--- src/rtl/seven_seg_pkg.sv ---
// Shared types and helpers for the seven-segment scan controller.
//   scan_state_e : scan FSM states
//   SEG_OFF      : active-low segment word with every segment dark
//   cnt_width()  : slot counter width for a given pair of slot lengths
package seven_seg_pkg;

  typedef enum logic [1:0] {
    IDLE  = 2'd0,
    BLANK = 2'd1,
    SHOW  = 2'd2
  } scan_state_e;

  localparam logic [7:0] SEG_OFF = 8'hFF;

  // The counter must hold max(digit_ticks, blank_ticks) - 1 as a reload
  // value; sizing on max+1 keeps a spare code and never returns zero width.
  function automatic int unsigned cnt_width(input int unsigned digit_ticks,
                                            input int unsigned blank_ticks);
    int unsigned m;
    int unsigned w;
    m = (digit_ticks > blank_ticks) ? digit_ticks : blank_ticks;
    w = $clog2(m + 1);
    return (w < 1) ? 1 : w;
  endfunction

endpackage

--- src/rtl/seven_seg_scan_ctrl_dec.sv ---
// Hex nibble to seven-segment decoder (active-high segments).
//   nibble : hex digit 0..F
//   seg    : [6:0] = g..a, [7] = dp (always 0 here; the scan controller
//            owns the decimal point)
module nibble_to_seven_seg
  import seven_seg_pkg::*;
(
  input  logic [3:0] nibble,
  output logic [7:0] seg
);

  always_comb begin
    seg = 8'h00;
    unique case (nibble)
      4'h0: seg = 8'h3F;
      4'h1: seg = 8'h06;
      4'h2: seg = 8'h5B;
      4'h3: seg = 8'h4F;
      4'h4: seg = 8'h66;
      4'h5: seg = 8'h6D;
      4'h6: seg = 8'h7D;
      4'h7: seg = 8'h07;
      4'h8: seg = 8'h7F;
      4'h9: seg = 8'h6F;
      4'hA: seg = 8'h77;
      4'hB: seg = 8'h7C;
      4'hC: seg = 8'h39;
      4'hD: seg = 8'h5E;
      4'hE: seg = 8'h79;
      4'hF: seg = 8'h71;
      default: seg = 8'h00;
    endcase
  end

endmodule

--- src/rtl/seven_seg_scan_ctrl.sv ---
// Time-multiplexed scan controller for a common-anode seven-segment display.
// Display words arrive on a valid/ready port into a pending buffer and are
// promoted to the active buffer only at frame boundaries (or while idle).
//   clk, rst     : system clock, async active-high reset
//   enable       : scanning enabled
//   load_valid   : load request; load_ready : pending buffer free
//   value_in     : hex word, nibble i -> digit i
//   dp_in        : decimal point per digit (1 = lit)
//   lz_blank_en  : leading-zero blanking enable
//   seg_n        : active-low segments, [6:0] = g..a, [7] = dp
//   an_n         : active-low anode enables
//   digit_idx    : digit currently selected
//   frame_done   : one-cycle pulse on the frame wrap edge
//
// state | meaning
// IDLE  | scanning off, display dark, pending may promote every cycle
// BLANK | all anodes off before a digit (anti-ghosting)
// SHOW  | anode of digit_idx lit with its decoded segments
module seven_seg_scan_ctrl
  import seven_seg_pkg::*;
#(
  parameter int NUM_DIGITS  = 4,
  parameter int DIGIT_TICKS = 1000,
  parameter int BLANK_TICKS = 16
) (
  input  logic                          clk,
  input  logic                          rst,
  input  logic                          enable,
  input  logic                          load_valid,
  output logic                          load_ready,
  input  logic [4*NUM_DIGITS-1:0]       value_in,
  input  logic [NUM_DIGITS-1:0]         dp_in,
  input  logic                          lz_blank_en,
  output logic [7:0]                    seg_n,
  output logic [NUM_DIGITS-1:0]         an_n,
  output logic [$clog2(NUM_DIGITS)-1:0] digit_idx,
  output logic                          frame_done
);

  localparam int IDX_W = $clog2(NUM_DIGITS);
  localparam int CNT_W = cnt_width(DIGIT_TICKS, BLANK_TICKS);
  localparam bit HAS_BLANK = (BLANK_TICKS > 0);
  localparam logic [IDX_W-1:0] LAST_IDX = IDX_W'(NUM_DIGITS - 1);
  localparam logic [CNT_W-1:0] SHOW_LOAD = CNT_W'(DIGIT_TICKS - 1);
  localparam logic [CNT_W-1:0] BLANK_LOAD = CNT_W'(HAS_BLANK ? BLANK_TICKS - 1 : 0);

  scan_state_e state_q, state_d;
  logic [CNT_W-1:0] cnt_q, cnt_d;
  logic [IDX_W-1:0] digit_idx_q, digit_idx_d;
  logic frame_done_q, frame_done_d;
  logic [7:0] seg_n_q, seg_n_d;
  logic [NUM_DIGITS-1:0] an_n_q, an_n_d;

  logic [4*NUM_DIGITS-1:0] act_val_q, act_val_d, pend_val_q, pend_val_d;
  logic [NUM_DIGITS-1:0] act_dp_q, act_dp_d, pend_dp_q, pend_dp_d;
  logic act_lz_q, act_lz_d, pend_lz_q, pend_lz_d;
  logic pend_full_q, pend_full_d;

  logic load_fire;
  logic xfer;
  logic [4*NUM_DIGITS-1:0] src_val;
  logic [NUM_DIGITS-1:0] src_dp;
  logic src_lz;
  logic [NUM_DIGITS-1:0] zero_from;
  logic zero_run;
  logic [3:0] sel_nib;
  logic sel_dp;
  logic sel_zero;
  logic blank_sel;
  logic [7:0] dec_seg;
  logic unused_dec_dp;

  // ---------------------------------------------------------------------
  // Scan FSM: down-counting slot timer, reload on every slot change
  // ---------------------------------------------------------------------
  always_comb begin
    state_d      = state_q;
    cnt_d        = cnt_q;
    digit_idx_d  = digit_idx_q;
    frame_done_d = 1'b0;
    if (!enable) begin
      state_d     = IDLE;
      cnt_d       = '0;
      digit_idx_d = '0;
    end else begin
      unique case (state_q)
        IDLE: begin
          digit_idx_d = '0;
          if (HAS_BLANK) begin
            state_d = BLANK;
            cnt_d   = BLANK_LOAD;
          end else begin
            state_d = SHOW;
            cnt_d   = SHOW_LOAD;
          end
        end
        BLANK: begin
          if (cnt_q == '0) begin
            state_d = SHOW;
            cnt_d   = SHOW_LOAD;
          end else begin
            cnt_d = cnt_q - 1'b1;
          end
        end
        SHOW: begin
          if (cnt_q == '0) begin
            if (digit_idx_q == LAST_IDX) begin
              digit_idx_d  = '0;
              frame_done_d = 1'b1;
            end else begin
              digit_idx_d = digit_idx_q + 1'b1;
            end
            if (HAS_BLANK) begin
              state_d = BLANK;
              cnt_d   = BLANK_LOAD;
            end else begin
              state_d = SHOW;
              cnt_d   = SHOW_LOAD;
            end
          end else begin
            cnt_d = cnt_q - 1'b1;
          end
        end
        default: begin
          state_d     = IDLE;
          cnt_d       = '0;
          digit_idx_d = '0;
        end
      endcase
    end
  end

  // ---------------------------------------------------------------------
  // Load handshake and double buffer
  // ---------------------------------------------------------------------
  assign load_fire = load_valid && !pend_full_q;

  always_comb begin
    xfer = pend_full_q && (frame_done_d || (state_q == IDLE));
  end

  always_comb begin
    pend_val_d  = pend_val_q;
    pend_dp_d   = pend_dp_q;
    pend_lz_d   = pend_lz_q;
    pend_full_d = pend_full_q;
    act_val_d   = act_val_q;
    act_dp_d    = act_dp_q;
    act_lz_d    = act_lz_q;
    if (xfer) begin
      act_val_d   = pend_val_q;
      act_dp_d    = pend_dp_q;
      act_lz_d    = pend_lz_q;
      pend_full_d = 1'b0;
    end
    // A load can only fire while pending is empty, so it never collides
    // with a transfer of the same cycle.
    if (load_fire) begin
      pend_val_d  = value_in;
      pend_dp_d   = dp_in;
      pend_lz_d   = lz_blank_en;
      pend_full_d = 1'b1;
    end
  end

  // ---------------------------------------------------------------------
  // Segment path. The decoder looks at the digit selected after this edge.
  // On a transfer edge the word being promoted is what becomes active, so
  // decode from it; otherwise digit 0 of a BLANK-less frame would show the
  // stale word for its first slot.
  // ---------------------------------------------------------------------
  always_comb begin
    src_val = xfer ? pend_val_q : act_val_q;
    src_dp  = xfer ? pend_dp_q  : act_dp_q;
    src_lz  = xfer ? pend_lz_q  : act_lz_q;
  end

  always_comb begin
    zero_run  = 1'b1;
    zero_from = '0;
    sel_nib   = 4'h0;
    sel_dp    = 1'b0;
    sel_zero  = 1'b0;
    // zero_from[i]: nibble i and every nibble above it are zero
    for (int i = NUM_DIGITS - 1; i >= 0; i--) begin
      zero_run     = zero_run && (src_val[i*4 +: 4] == 4'h0);
      zero_from[i] = zero_run;
    end
    for (int i = 0; i < NUM_DIGITS; i++) begin
      if (digit_idx_d == IDX_W'(i)) begin
        sel_nib  = src_val[i*4 +: 4];
        sel_dp   = src_dp[i];
        sel_zero = zero_from[i];
      end
    end
    blank_sel = src_lz && (digit_idx_d != '0) && sel_zero;
  end

  nibble_to_seven_seg u_dec (
    .nibble (sel_nib),
    .seg    (dec_seg)
  );

  assign unused_dec_dp = dec_seg[7];

  always_comb begin
    an_n_d  = '1;
    seg_n_d = SEG_OFF;
    if (state_d == SHOW) begin
      for (int i = 0; i < NUM_DIGITS; i++) begin
        if (digit_idx_d == IDX_W'(i)) begin
          an_n_d[i] = 1'b0;
        end
      end
      seg_n_d = {~sel_dp, (blank_sel ? 7'h7F : ~dec_seg[6:0])};
    end
  end

  // ---------------------------------------------------------------------
  // Registers
  // ---------------------------------------------------------------------
  always_ff @(posedge clk or posedge rst) begin
    if (rst) begin
      state_q      <= IDLE;
      cnt_q        <= '0;
      digit_idx_q  <= '0;
      frame_done_q <= 1'b0;
      seg_n_q      <= SEG_OFF;
      an_n_q       <= '1;
      act_val_q    <= '0;
      act_dp_q     <= '0;
      act_lz_q     <= 1'b0;
      pend_val_q   <= '0;
      pend_dp_q    <= '0;
      pend_lz_q    <= 1'b0;
      pend_full_q  <= 1'b0;
    end else begin
      state_q      <= state_d;
      cnt_q        <= cnt_d;
      digit_idx_q  <= digit_idx_d;
      frame_done_q <= frame_done_d;
      seg_n_q      <= seg_n_d;
      an_n_q       <= an_n_d;
      act_val_q    <= act_val_d;
      act_dp_q     <= act_dp_d;
      act_lz_q     <= act_lz_d;
      pend_val_q   <= pend_val_d;
      pend_dp_q    <= pend_dp_d;
      pend_lz_q    <= pend_lz_d;
      pend_full_q  <= pend_full_d;
    end
  end

  assign load_ready = !pend_full_q;
  assign seg_n      = seg_n_q;
  assign an_n       = an_n_q;
  assign digit_idx  = digit_idx_q;
  assign frame_done = frame_done_q;

endmodule

--- config.mk ---
export PLATFORM = sky130hd
export DESIGN_NAME = seven_seg_scan_ctrl
export DESIGN_NICKNAME = d
export VERILOG_FILES = /design/src/rtl/seven_seg_pkg.sv /design/src/rtl/seven_seg_scan_ctrl_dec.sv /design/src/rtl/seven_seg_scan_ctrl.sv
export SDC_FILE = /design/constraint.sdc
export NUM_CORES = 1
export LEC_CHECK = 0
export CAP_MARGIN = 15
export CELL_PAD_IN_SITES_DETAIL_PLACEMENT = 0
export CELL_PAD_IN_SITES_GLOBAL_PLACEMENT = 1
export CORE_MARGIN = 3
export CORE_UTILIZATION = 40
export CTS_CLUSTER_DIAMETER = 50
export DETAILED_ROUTE_END_ITERATION = 7
export GPL_ROUTABILITY_DRIVEN = 1
export PLACE_DENSITY = 0.72
export SLEW_MARGIN = 20
export SYNTH_ARGS = -nofsm -noshare
export SYNTH_HDL_FRONTEND = slang
export SYNTH_HIERARCHICAL = 1
export SYNTH_SLANG_ARGS = --single-unit
export TNS_END_PERCENT = 5
--- constraint.sdc ---
create_clock -name clk -period 9.1 [get_ports clk]
set_input_delay 1.82 -clock clk [delete_from_list [all_inputs] [get_ports clk]]
set_output_delay 1.82 -clock clk [all_outputs]
set_load 0.05 [all_outputs]
After elaboration in Yosys (flattened, before gate mapping):

Memory sizes are Yosys's and may differ from the RTL's.
Index checks and enable logic that the tools add are counted.

* flip-flop bits (word level): 70
* bits in latches: 0
* memory bits (writable): 0
* ROM bits: 112
* bits of input ports: 25
* output and inout bits: 16
* word-level logic and storage cells: 83
* memories kept: 1

* add/sub/neg operators: 2
* $mul: 0
* divide/modulo/power cells: 0
* order comparisons: 0
* equal/unequal tests: 7
* shifts and indexed selects: 0
* multiplexer cells: 40
* bitwise logic cells: 2
* reduce and logical (&&, ||, !) cells: 18

Memory list
* (no name shown): words 16, bits a word 7, read ports 1, clocked after memory_dff 0, wr ports 0, RTL line seven_seg_scan_ctrl_dec.sv:14 `unique case (nibble)`

Operators by type and width (count)
* two-way mux 10 bit: 3
* one-hot mux 10 bit (3 select lines): 1
* two-way mux 4 bit: 6
* two-way mux 1 bit: 19
* zero test 4 bit: 4
* two-way mux 16 bit: 1
* two-way mux 2 bit: 6
* == test 2 bit (second input constant): 5
* zero test 10 bit: 1
* subtractor 10 x 1 -> 10 bit (second input constant): 1
* two-way mux 8 bit: 1
* logical AND 1 bit: 7
* two-way mux 7 bit: 1
* inverter 7 bit: 1
* one-hot mux 2 bit (3 select lines): 1
* == test 2 x 1 -> 1 bit (second input constant): 2
* zero test 2 bit: 2
* one-hot mux 2 bit (2 select lines): 1
* nonzero test 2 bit: 2
* adder 2 x 1 -> 2 bit (second input constant): 1
* zero test 1 bit: 1
* logical OR 1 bit: 1
* inverter 1 bit: 1

Longest topological paths before layout:

Gate-level depths: netlist of run 1.

* word-level depth: 19
* mapped depth: 15
* gate-level depth less buffers: 13

Hierarchy:

Netlist of run 1, hierarchy kept.

By module, submodules not included
* seven_seg_scan_ctrl: instances 1, cells each 303, area each 3318.2 um^2, sequential area each 1766.7 um^2
* nibble_to_seven_seg: instances 1, cells each 35, area each 301.5 um^2, sequential area each 0.0 um^2

Worst setup path after synthesis of run 1:

No wires, ideal clock.

* path kind: in2reg
* start point: input enable
* end point: register seg_n_q[3], in the netlist seg_n[3]
* setup time: 65 ps
* arrival: 4097 ps
* required time: 9035 ps
* setup slack: 4938 ps
* stages on the path: 11
* buffers on the path: 1
* path through: and3_1 a41o_1 nand2_2 buf_2 nand4_1 a31o_1 o21ai_1 inv_1 ha_1 mux4_1 nand3_1

* elaborated cells on any way between the ends: 34
* those cells by class: eq/ne: 4; mux: 15; bitwise: 1; reduce/logical: 13; memory: 1

RTL lines
* from (decl): RTL line seven_seg_scan_ctrl.sv:28 `input logic enable,`
* two-way mux 1 bit: RTL line seven_seg_scan_ctrl.sv:81 `if (!enable) begin`
* logical OR 1 bit: RTL line seven_seg_scan_ctrl.sv:139 `xfer = pend_full_q && (frame_done_d || (state_q == IDLE));`
* logical AND 1 bit: RTL line seven_seg_scan_ctrl.sv:139
* two-way mux 16 bit
* two-way mux 4 bit (3 in a row): RTL line seven_seg_scan_ctrl.sv:190 `if (digit_idx_d == IDX_W'(i)) begin`
* two-way mux 4 bit (*): RTL line seven_seg_scan_ctrl.sv:190
* net sel_nib[1]: RTL line seven_seg_scan_ctrl.sv:66 `logic [3:0] sel_nib;`
* memory read (16 x 7 bit) (*)
* net dec_seg[3]: RTL line seven_seg_scan_ctrl.sv:70 `logic [7:0] dec_seg;`
* inverter 7 bit (*): RTL line seven_seg_scan_ctrl.sv:215 `seg_n_d = {~sel_dp, (blank_sel ? 7'h7F : ~dec_seg[6:0])};`
* two-way mux 7 bit (*): RTL line seven_seg_scan_ctrl.sv:215
* two-way mux 8 bit (*): RTL line seven_seg_scan_ctrl.sv:209 `if (state_d == SHOW) begin`
* net seg_n_d[3]: RTL line seven_seg_scan_ctrl.sv:51 `logic [7:0] seg_n_q, seg_n_d;`
* to (signal assigned): RTL line seven_seg_scan_ctrl.sv:242 `seg_n_q <= seg_n_d;`
* to (decl): RTL line seven_seg_scan_ctrl.sv:51

The timed path passes the listed nets; every way through them passes the cells marked *.
A chain may end at the register's enable or synchronous reset.

Worst setup path after layout of run 1:

Ends and elaborated chain as after synthesis.

==> results of run 1 <==
routing by layer:
layer  wire (µm)  track usage
met4         116       0.0675
met3         421       0.0304
met2        3720        0.261
met1        3690        0.230
met5           0            0
stage by stage:
stage                      util  hold slack, ps  cell area [µm²]  instances
after floorplan               -             446             3610        336
after global placement    0.468             459             4100        475
after detailed placement  0.468             464             4100        475
after global routing      0.492             503             4310        491
after CTS                 0.492             482             4310        491
final                     0.492             486             4310        491
area by class of cell:
type | count | area [µm²] | area share
Clock buffer | 10 | 128 | 0.0296
Clock inverter | 6 | 86.3 | 0.0200
Inverter | 13 | 48.8 | 0.0113
Multi-Input combinational cell | 242 | 1730 | 0.402
Sequential cell | 70 | 1770 | 0.410
Tap cell | 108 | 135 | 0.0313
Timing Repair Buffer | 42 | 415 | 0.0963
power by group:
part | switching [W] | leakage [nW] | internal (W)
clock | 0.000122 | 0.106 | 0.000154
combinational | 0.000351 | 0.857 | 0.000297
sequential | 0.000107 | 0.837 | 0.000436
total | 0.000580 | 1.80 | 0.000886
worst min path at each step:
stage	startpoint	endpoint	slack, ps	depth (start not counted)
2_1_floorplan	act_val_q[3]$_DFF_PP0_	act_val_q[3]$_DFF_PP0_	450	2
3_3_place_gp	act_val_q[3]$_DFF_PP0_	act_val_q[3]$_DFF_PP0_	460	2
3_5_place_dp	act_val_q[3]$_DFF_PP0_	act_val_q[3]$_DFF_PP0_	460	2
4_1_cts	act_val_q[3]$_DFF_PP0_	act_val_q[3]$_DFF_PP0_	480	2
5_1_grt	act_val_q[3]$_DFF_PP0_	act_val_q[3]$_DFF_PP0_	500	2
6_report	act_val_q[3]$_DFF_PP0_	act_val_q[3]$_DFF_PP0_	490	2
state kept, by name, summed over array words and instances (netlist names):
signal	cells
frame_done	1
state_q	2
pend_dp_q	4
digit_idx	2
pend_full_q	1
act_dp_q	4
act_lz_q	1
seg_n	8
an_n	4
pend_val_q	16
cnt_q	10
act_val_q	16
pend_lz_q	1
worst max-delay path: stages:
cell and delay (ps):
clkdlybuf4s50_1 540, and3_1 240, a41o_1 320, nand2_2 380, mux2_2 360, mux2i_1 70, o21ai_1 350, inv_1 170
ha_1 320, mux4_1 500, nand3_1 80
==> key figures, run 1 <==
Outcome
  – Outcome: finished, final reports clean

Synth
  – Synthesis warning total: 6
  – Synthesized net count: 375
  – Post-Synthesis Cells: 336
  – Post-Syn Area per Cell: 10.7 µm²
  – Mapped cell area: 3610 µm²

Global routing
  – Vias in the first global route: 2638
  – Grt ovf: 0
  – GR Util All Layers: 0.167
  – First-pass GRT wire length: 13400 µm
  – Largest net degree at the start of global routing: 71
  – Initial antenna violation count: 0

Critical path
  – Startpoint type of the worst setup path: input port
  – Reg2reg end: seg_n[3]$_DFF_PP1_
  – Reg2reg start: cnt_q[0]$_DFF_PP0_
  – Critical Path Sink: seg_n[3]$_DFF_PP1_
  – CP Data Required Time: 9380 ps
  – WP data arrival: 5170 ps
  – Worst Path Max Fanout: 27
  – Worst-case reg-to-reg path depth: 11
  – CP Capture Type: register
  – Critical path class: in2reg
  – Flop2flop setup slack: 5000 ps
  – Worst setup path startpoint: enable

Clock network
  – CTS Root Cell: clkbuf_8
  – Total CTS buffers: 9
  – Hold_buf cts: 0
  – Clk slew on worst S/H paths: 80 ps
  – CTS tree: yes
  – H-tree levels: 3
  – Clock sink count: 70
  – Post-CTS Setup Inserts: 0
  – Post-cts resize count: 0
  – Worst-skew pair later-pin latency: 340 ps
  – Clock Tree Buf Depth: 2

Drt
  – Via Count: 2668
  – Final wirelength: 7950 µm
  – Drt first pass iters: 4
  – DRC Markers: 0
  – Drt wl/cell: 16.2 µm
  – Post-detailed-route count of antenna-violating nets: 0
  – Vias per inst: 5.43
  – Iteration-0 DRC Markers: 155

Cells and area
  – Number of diodes: 0
  – Fill cells: 835
  – Most frequent cells in the layout: nand2_1, dfrtp_1, clkdlybuf4s50_1
  – Layout cells sized above 1: 0.201
  – Nets: 417
  – Synth-to-Final Area Change: 19.5%

Pwr
  – Total chip power: 0.00147 W
  – Worst vdd ir: 0.000139 V
  – Leakage power: 1.80 nW
  – Power Dens Cells: 340 nW/µm²

Floorplanning
  – Die height: 101 µm
  – Full die area: 10200 µm²
  – Die Wd: 101 µm
  – Initial core utilization: 0.412
  – CORE AREA: 8760 µm²
  – Rows: 34
  – I/O pin total: 41

Placement
  – RePlAce Congestion: 0.828
  – # port buffers: 40
  – Placement Setup Slack: 3880 ps
  – Post-DP HPWL: 5570 µm

STA
  – Final period util: 0.537
  – Final min period: 4890 ps
  – Final hold violations: 0
  – Slew Limit Fails: 0
  – Worst Tran Pin Value: 1040 ps
  – Setup WS post-layout: 4210 ps
  – RSZ-0062 raised after global routing: false
  – Max Clk Rate: 0.205 GHz
  – Relative max-transition margin: 0.310
  – Endpoints failing setup: 0
  – Post-Route Skew: 6.80 ps
  – Setup TNS: 0 ps

Run
  – Max Cap Violations: 0

Min path
  – HP Class: reg2reg
No activity file was read; power rests on OpenSTA's default activity.
==> run 2, diff against run 1 <==
- clock period: 9.1 -> 4.7 ns (I/O delays scaled with it)
==> key figures, run 2 (synthesis gave the netlist of run 1 again) <==
Cells and area
  – Fill cells: 834 (was 835)
  – Layout cells sized above 1: 0.209 (was 0.201)
  – Biggest regs: act_val_q: 16 flops, pend_val_q: 16 flops, cnt_q: 10 flops (unchanged)
  – Most frequent cells in the layout: nand2_1, dfrtp_1, clkdlybuf4s50_1 (unchanged)
  – Number of diodes: 0 (unchanged)
  – Synth-to-Final Area Change: 20.5% (was 19.5%)
  – Nets: 421 (was 417)

Outcome
  – Outcome: finished, final reports clean (unchanged)

Clock network
  – Hold_buf cts: 0 (unchanged)
  – H-tree levels: 3 (unchanged)
  – CTS tree: yes (unchanged)
  – Clk slew on worst S/H paths: 80 ps (about the same)
  – Clock sink count: 70 (unchanged)
  – Post-CTS Setup Inserts: 0 (unchanged)
  – Total CTS buffers: 9 (unchanged)
  – Worst-skew pair later-pin latency: 350 ps (was 340 ps)
  – Clock Tree Buf Depth: 2 (unchanged)
  – CTS Root Cell: clkbuf_8 (unchanged)
  – Post-cts resize count: 0 (unchanged)

Floorplanning
  – Die height: 101 µm (unchanged)
  – Full die area: 10200 µm² (unchanged)
  – CORE AREA: 8760 µm² (unchanged)
  – Initial core utilization: 0.412 (unchanged)
  – I/O pin total: 41 (unchanged)
  – Die Wd: 101 µm (unchanged)
  – Rows: 34 (unchanged)

Critical path
  – CP Data Required Time: 4990 ps (was 9380 ps)
  – WP data arrival: 4250 ps (was 5170 ps)
  – Crit path cell chain: inv_1, ha_1, or3b_4, nor3_4, a221o_1, buf_4, nand4_1, a31o_1, o21ai_1, inv_1, ha_1, mux4_1, nand3_1 (was clkdlybuf4s50_1, and3_1, a41o_1, nand2_2, mux2_2, mux2i_1, o21ai_1, inv_1, ha_1, mux4_1, nand3_1)
  – Critical path class: reg2reg (was in2reg)
  – CP max stage delay: 570 ps (was 540 ps)
  – Startpoint type of the worst setup path: register (was input port)
  – CP Capture Type: register (unchanged)
  – Worst path slowest cell: a221o_1 (was clkdlybuf4s50_1)
  – Worst Path Max Fanout: 14 (was 27)

Placement
  – # port buffers: 40 (unchanged)
  – RePlAce Congestion: 0.805 (was 0.828)
  – Post-DP HPWL: 5850 µm (was 5570 µm)
  – Placement Setup Slack: 577 ps (was 3880 ps)

Drt
  – DRC Markers: 0 (unchanged)
  – Post-detailed-route count of antenna-violating nets: 0 (unchanged)
  – Iteration-0 DRC Markers: 119 (was 155)
  – Drt first pass iters: 4 (unchanged)
  – Final wirelength: 8020 µm (was 7950 µm)
  – Drt wl/cell: 16.2 µm (about the same)
  – Via Count: 2691 (was 2668)
  – Vias per inst: 5.44 (was 5.43)

Global routing
  – Largest net degree at the start of global routing: 37 (was 71)
  – GR Util All Layers: 0.171 (was 0.167)
  – Initial antenna violation count: 0 (unchanged)
  – Grt ovf: 0 (unchanged)
  – First-pass GRT wire length: 13700 µm (was 13400 µm)
  – Vias in the first global route: 2698 (was 2638)

STA
  – Final min period: 3960 ps
  – Relative max-transition margin: 0.310 (about the same)
  – Max Clk Rate: 0.252 GHz
  – RSZ-0062 raised after global routing: false (unchanged)
  – Endpoints failing setup: 0 (unchanged)
  – Setup TNS: 0 ps (unchanged)
  – Post-Route Skew: 6.96 ps (was 6.80 ps)
  – Final hold violations: 0 (unchanged)
  – Slew Limit Fails: 0 (unchanged)
  – Final period util: 0.843
  – Setup WS post-layout: 739 ps (was 4210 ps)
  – Worst Tran Pin Value: 1040 ps (about the same)

Pwr
  – Worst vdd ir: 0.000286 V (was 0.000139 V)
  – Leakage power: 1.82 nW (was 1.80 nW)
  – Power Dens Cells: 656 nW/µm² (was 340 nW/µm²)

Min path
  – HP Class: reg2reg (unchanged)

Run
  – Max Cap Violations: 0 (unchanged)
-- run 2: layer usage --
layer  track usage  routed length [µm]
met1         0.239                3770
met2         0.265                3730
met3        0.0311                 384
met4        0.0665                 130
met5             0                   0
-- run 2: power breakdown --
| group | leakage [nW] | switching, W | internal (W) | total [W] |
|---|---|---|---|---|
| clock network | 0.106 | 0.000237 | 0.000298 | 0.000535 |
| logic | 0.879 | 0.000689 | 0.000582 | 0.00127 |
| registers | 0.837 | 0.000202 | 0.000844 | 0.00105 |
-- run 2: final timing paths --
path,depth (start not counted),startpoint,slack [ps],to
max,13,cnt_q[0]$_DFF_PP0_,740,seg_n[3]$_DFF_PP1_
min,2,act_val_q[3]$_DFF_PP0_,480,act_val_q[3]$_DFF_PP0_
max reg2reg,13,cnt_q[0]$_DFF_PP0_,740,seg_n[3]$_DFF_PP1_
min reg2reg,2,act_val_q[3]$_DFF_PP0_,480,act_val_q[3]$_DFF_PP0_
max in group asynchronous,3,rst,2850,seg_n[2]$_DFF_PP1_
min in group asynchronous,2,rst,1030,state_q[1]$_DFF_PP0_
-- run 2: cell type report --
class / count / area [µm²] / area share
clock buffer: 10 / 128 / 0.0294
clock inverter: 6 / 86.3 / 0.0199
inverter: 13 / 48.8 / 0.0112
multi-input combinational: 242 / 1740 / 0.400
sequential: 70 / 1770 / 0.406
tap: 108 / 135 / 0.0311
timing repair buffer: 46 / 445 / 0.102
-- run 2: metrics by stage --
stage | power (W) | instances | instance area [µm²] | utilization | hold WS [ps]
after floorplan | 0.00202 | 336 | 3610 | - | 446
after global placement | 0.00230 | 479 | 4130 | 0.471 | 463
after detailed placement | 0.00232 | 479 | 4130 | 0.471 | 466
after CTS | 0.00287 | 495 | 4340 | 0.496 | 485
after global routing | 0.00309 | 495 | 4350 | 0.496 | 522
final | 0.00285 | 495 | 4350 | 0.496 | 484
-- run 2: critical path: cells and delay by family (launching register included) --
family          cells  cell delay, ps
compound gates      3            1040
fa+ha+maj           2             490
mux                 1             500
flops               1             380
buf+inv             3             520
simple gates        4             970
==> run 3, diff against run 2 <==
- clock period: 4.7 -> 3.8 ns (I/O delays scaled with it)
==> key figures, run 3 (synthesis gave the netlist of run 1 again) <==
Cells and area
  – Layout cells sized above 1: 0.231 (was 0.209)
  – Number of diodes: 0 (unchanged)
  – Final cell count without fillers: 506 (was 495)
  – Biggest regs: act_val_q: 16 flops, pend_val_q: 16 flops, cnt_q: 10 flops (unchanged)
  – Register area: 1770 µm² (unchanged)
  – Fill cells: 819 (was 834)
  – Nets: 432 (was 421)
  – Synth-to-Final Area Change: 24.3% (was 20.5%)
  – Most frequent cells in the layout: nand2_1, dfrtp_1, clkdlybuf4s50_1 (unchanged)
  – Area of the multi-input gates: 1730 µm² (was 1740 µm²)

Floorplanning
  – Die Wd: 101 µm (unchanged)
  – Rows: 34 (unchanged)
  – I/O pin total: 41 (unchanged)
  – Full die area: 10200 µm² (unchanged)
  – Initial core utilization: 0.412 (unchanged)
  – Die height: 101 µm (unchanged)
  – CORE AREA: 8760 µm² (unchanged)

Run
  – Max Cap Violations: 0 (unchanged)

Pwr
  – Leakage power: 1.89 nW (was 1.82 nW)
  – Worst vdd ir: 0.000301 V (was 0.000286 V)
  – Power Dens Cells: 834 nW/µm² (was 656 nW/µm²)

Critical path
  – Reg2reg start: state_q[0]$_DFF_PP0_ (was cnt_q[0]$_DFF_PP0_)
  – Reg2reg end: seg_n[4]$_DFF_PP1_ (was seg_n[3]$_DFF_PP1_)
  – Worst Path Max Fanout: 12 (was 14)
  – Most common cell on crit path: buf_4
  – CP max stage delay: 490 ps (was 570 ps)
  – Critical path depth: 12 (was 13)
  – Startpoint type of the worst setup path: register (unchanged)
  – Critical path class: reg2reg (unchanged)
  – Crit path max-delay family: simple AND/OR/NAND/NOR gates (was compound AO/OA/AOI/OAI gates)
  – Crit path cell chain: inv_1, ha_1, or3b_2, o41ai_1, o21ai_0, buf_4, or4_1, o221ai_1, buf_4, nor2b_1, o32a_1, nand3_1 (was inv_1, ha_1, or3b_4, nor3_4, a221o_1, buf_4, nand4_1, a31o_1, o21ai_1, inv_1, ha_1, mux4_1, nand3_1)
  – CP bufs+invs: 3 (unchanged)
  – Worst setup path startpoint: state_q[0]$_DFF_PP0_ (was cnt_q[0]$_DFF_PP0_)
  – CP Data Required Time: 4080 ps (was 4990 ps)
  – Flop2flop setup slack: 370 ps (was 740 ps)
  – WP data arrival: 3710 ps (was 4250 ps)
  – CP Capture Type: register (unchanged)
  – Worst path slowest cell: or4_1 (was a221o_1)
  – Critical Path Sink: seg_n[4]$_DFF_PP1_ (was seg_n[3]$_DFF_PP1_)
  – Worst-case reg-to-reg path depth: 12 (was 13)

Drt
  – Drt wl/cell: 15.6 µm (was 16.2 µm)
  – Drt first pass iters: 4 (unchanged)
  – Post-detailed-route count of antenna-violating nets: 0 (unchanged)
  – Via Count: 2728 (was 2691)
  – Vias per inst: 5.39 (was 5.44)
  – Final wirelength: 7870 µm (was 8020 µm)
  – Iteration-0 DRC Markers: 117 (was 119)
  – DRC Markers: 0 (unchanged)

STA
  – Setup WS post-layout: 369 ps (was 739 ps)
  – Final period util: 0.903 (was 0.843)
  – Relative max-transition margin: 0.515 (was 0.310)
  – Hold Slack: 484 ps (about the same)
  – Post-Route Skew: 11.1 ps (was 6.96 ps)
  – Final hold violations: 0 (unchanged)
  – Endpoints failing setup: 0 (unchanged)
  – Worst Tran Pin Value: 727 ps (was 1040 ps)
  – Setup TNS: 0 ps (unchanged)
  – Final min period: 3430 ps (was 3960 ps)
  – RSZ-0062 raised after global routing: false (unchanged)
  – Max Clk Rate: 0.291 GHz (was 0.252 GHz)
  – Slew Limit Fails: 0 (unchanged)

Outcome
  – Outcome: finished, final reports clean (unchanged)

Placement
  – Post-DP HPWL: 5920 µm (was 5850 µm)
  – RePlAce Congestion: 0.821 (was 0.805)
  – # port buffers: 40 (unchanged)
  – Placement Setup Slack: 122 ps (was 577 ps)
  – Placed cells: 490 (was 479)

Clock network
  – Clock Tree Buf Depth: 2 (unchanged)
  – Post-cts resize count: 0 (unchanged)
  – CTS Root Cell: clkbuf_8 (unchanged)
  – H-tree levels: 3 (unchanged)
  – Clock sink count: 70 (unchanged)
  – CTS tree: yes (unchanged)
  – Hold_buf cts: 0 (unchanged)
  – Total CTS buffers: 9 (unchanged)
  – Clk slew on worst S/H paths: 70 ps (was 80 ps)
  – Worst-skew pair later-pin latency: 350 ps (about the same)
  – Post-CTS Setup Inserts: 0 (unchanged)

Global routing
  – First-pass GRT wire length: 13400 µm (was 13700 µm)
  – GR Util All Layers: 0.165 (was 0.171)
  – Grt ovf: 0 (unchanged)
  – Vias in the first global route: 2655 (was 2698)
  – Initial antenna violation count: 0 (unchanged)
  – Largest net degree at the start of global routing: 37 (unchanged)

Min path
  – HP Class: reg2reg (unchanged)
[run 3: changes by cell type in the layout (fill, tap and decap cells not counted), sizes merged]
cell	delta
clkinvlp	+1
bufinv	+2
clkinv	-3
buf	+11
[run 3: layout make-up]
type,count,area share
Inverter,13,0.0109
Clock inverter,6,0.0301
Timing Repair Buffer,57,0.120
Sequential cell,70,0.394
Clock buffer,10,0.0284
Tap cell,108,0.0301
Multi-Input combinational cell,242,0.386
[run 3: worst reg2reg max path, delay by kind of cell, from the launching register on]
kind	cells	cell delay, ps
buffers and inverters	3	570
and+or+nand+nor	4	1090
DFF	1	420
adders and majority gates	1	290
AOI/OAI and AO/OA	4	1000
[run 3: worst min-delay path by stage]
stage,cells after the start,slack [ps],start,end
6_report,2,480,act_lz_q$_DFF_PP0_,act_lz_q$_DFF_PP0_
3_5_place_dp,2,470,act_val_q[3]$_DFF_PP0_,act_val_q[3]$_DFF_PP0_
4_1_cts,2,490,act_val_q[3]$_DFF_PP0_,act_val_q[3]$_DFF_PP0_
2_1_floorplan,2,450,act_val_q[3]$_DFF_PP0_,act_val_q[3]$_DFF_PP0_
5_1_grt,2,520,act_val_q[3]$_DFF_PP0_,act_val_q[3]$_DFF_PP0_
3_3_place_gp,2,460,act_val_q[3]$_DFF_PP0_,act_val_q[3]$_DFF_PP0_
[run 3: report_power, final]
part	total, W	leakage, nW	internal, W	switching [W]
combinational	0.00167	0.935	0.000797	0.000870
sequential	0.00129	0.837	0.00104	0.000247
clock	0.000782	0.123	0.000502	0.000280
[run 3: through the flow]
stage | util | cell area (µm²) | total power, W
2_1_floorplan | - | 3610 | 0.00250
3_3_place_gp | 0.482 | 4220 | 0.00294
5_1_grt | 0.512 | 4490 | 0.00402
4_1_cts | 0.512 | 4490 | 0.00376
6_report | 0.512 | 4490 | 0.00374
3_5_place_dp | 0.482 | 4220 | 0.00297
[run 3: layer usage]
metal	global-route usage	share of wire	wire [µm]
met1	0.228	0.47	3720
met2	0.261	0.47	3720
met5	0	0	0
met4	0.0583	0.017	136
met3	0.0270	0.037	294
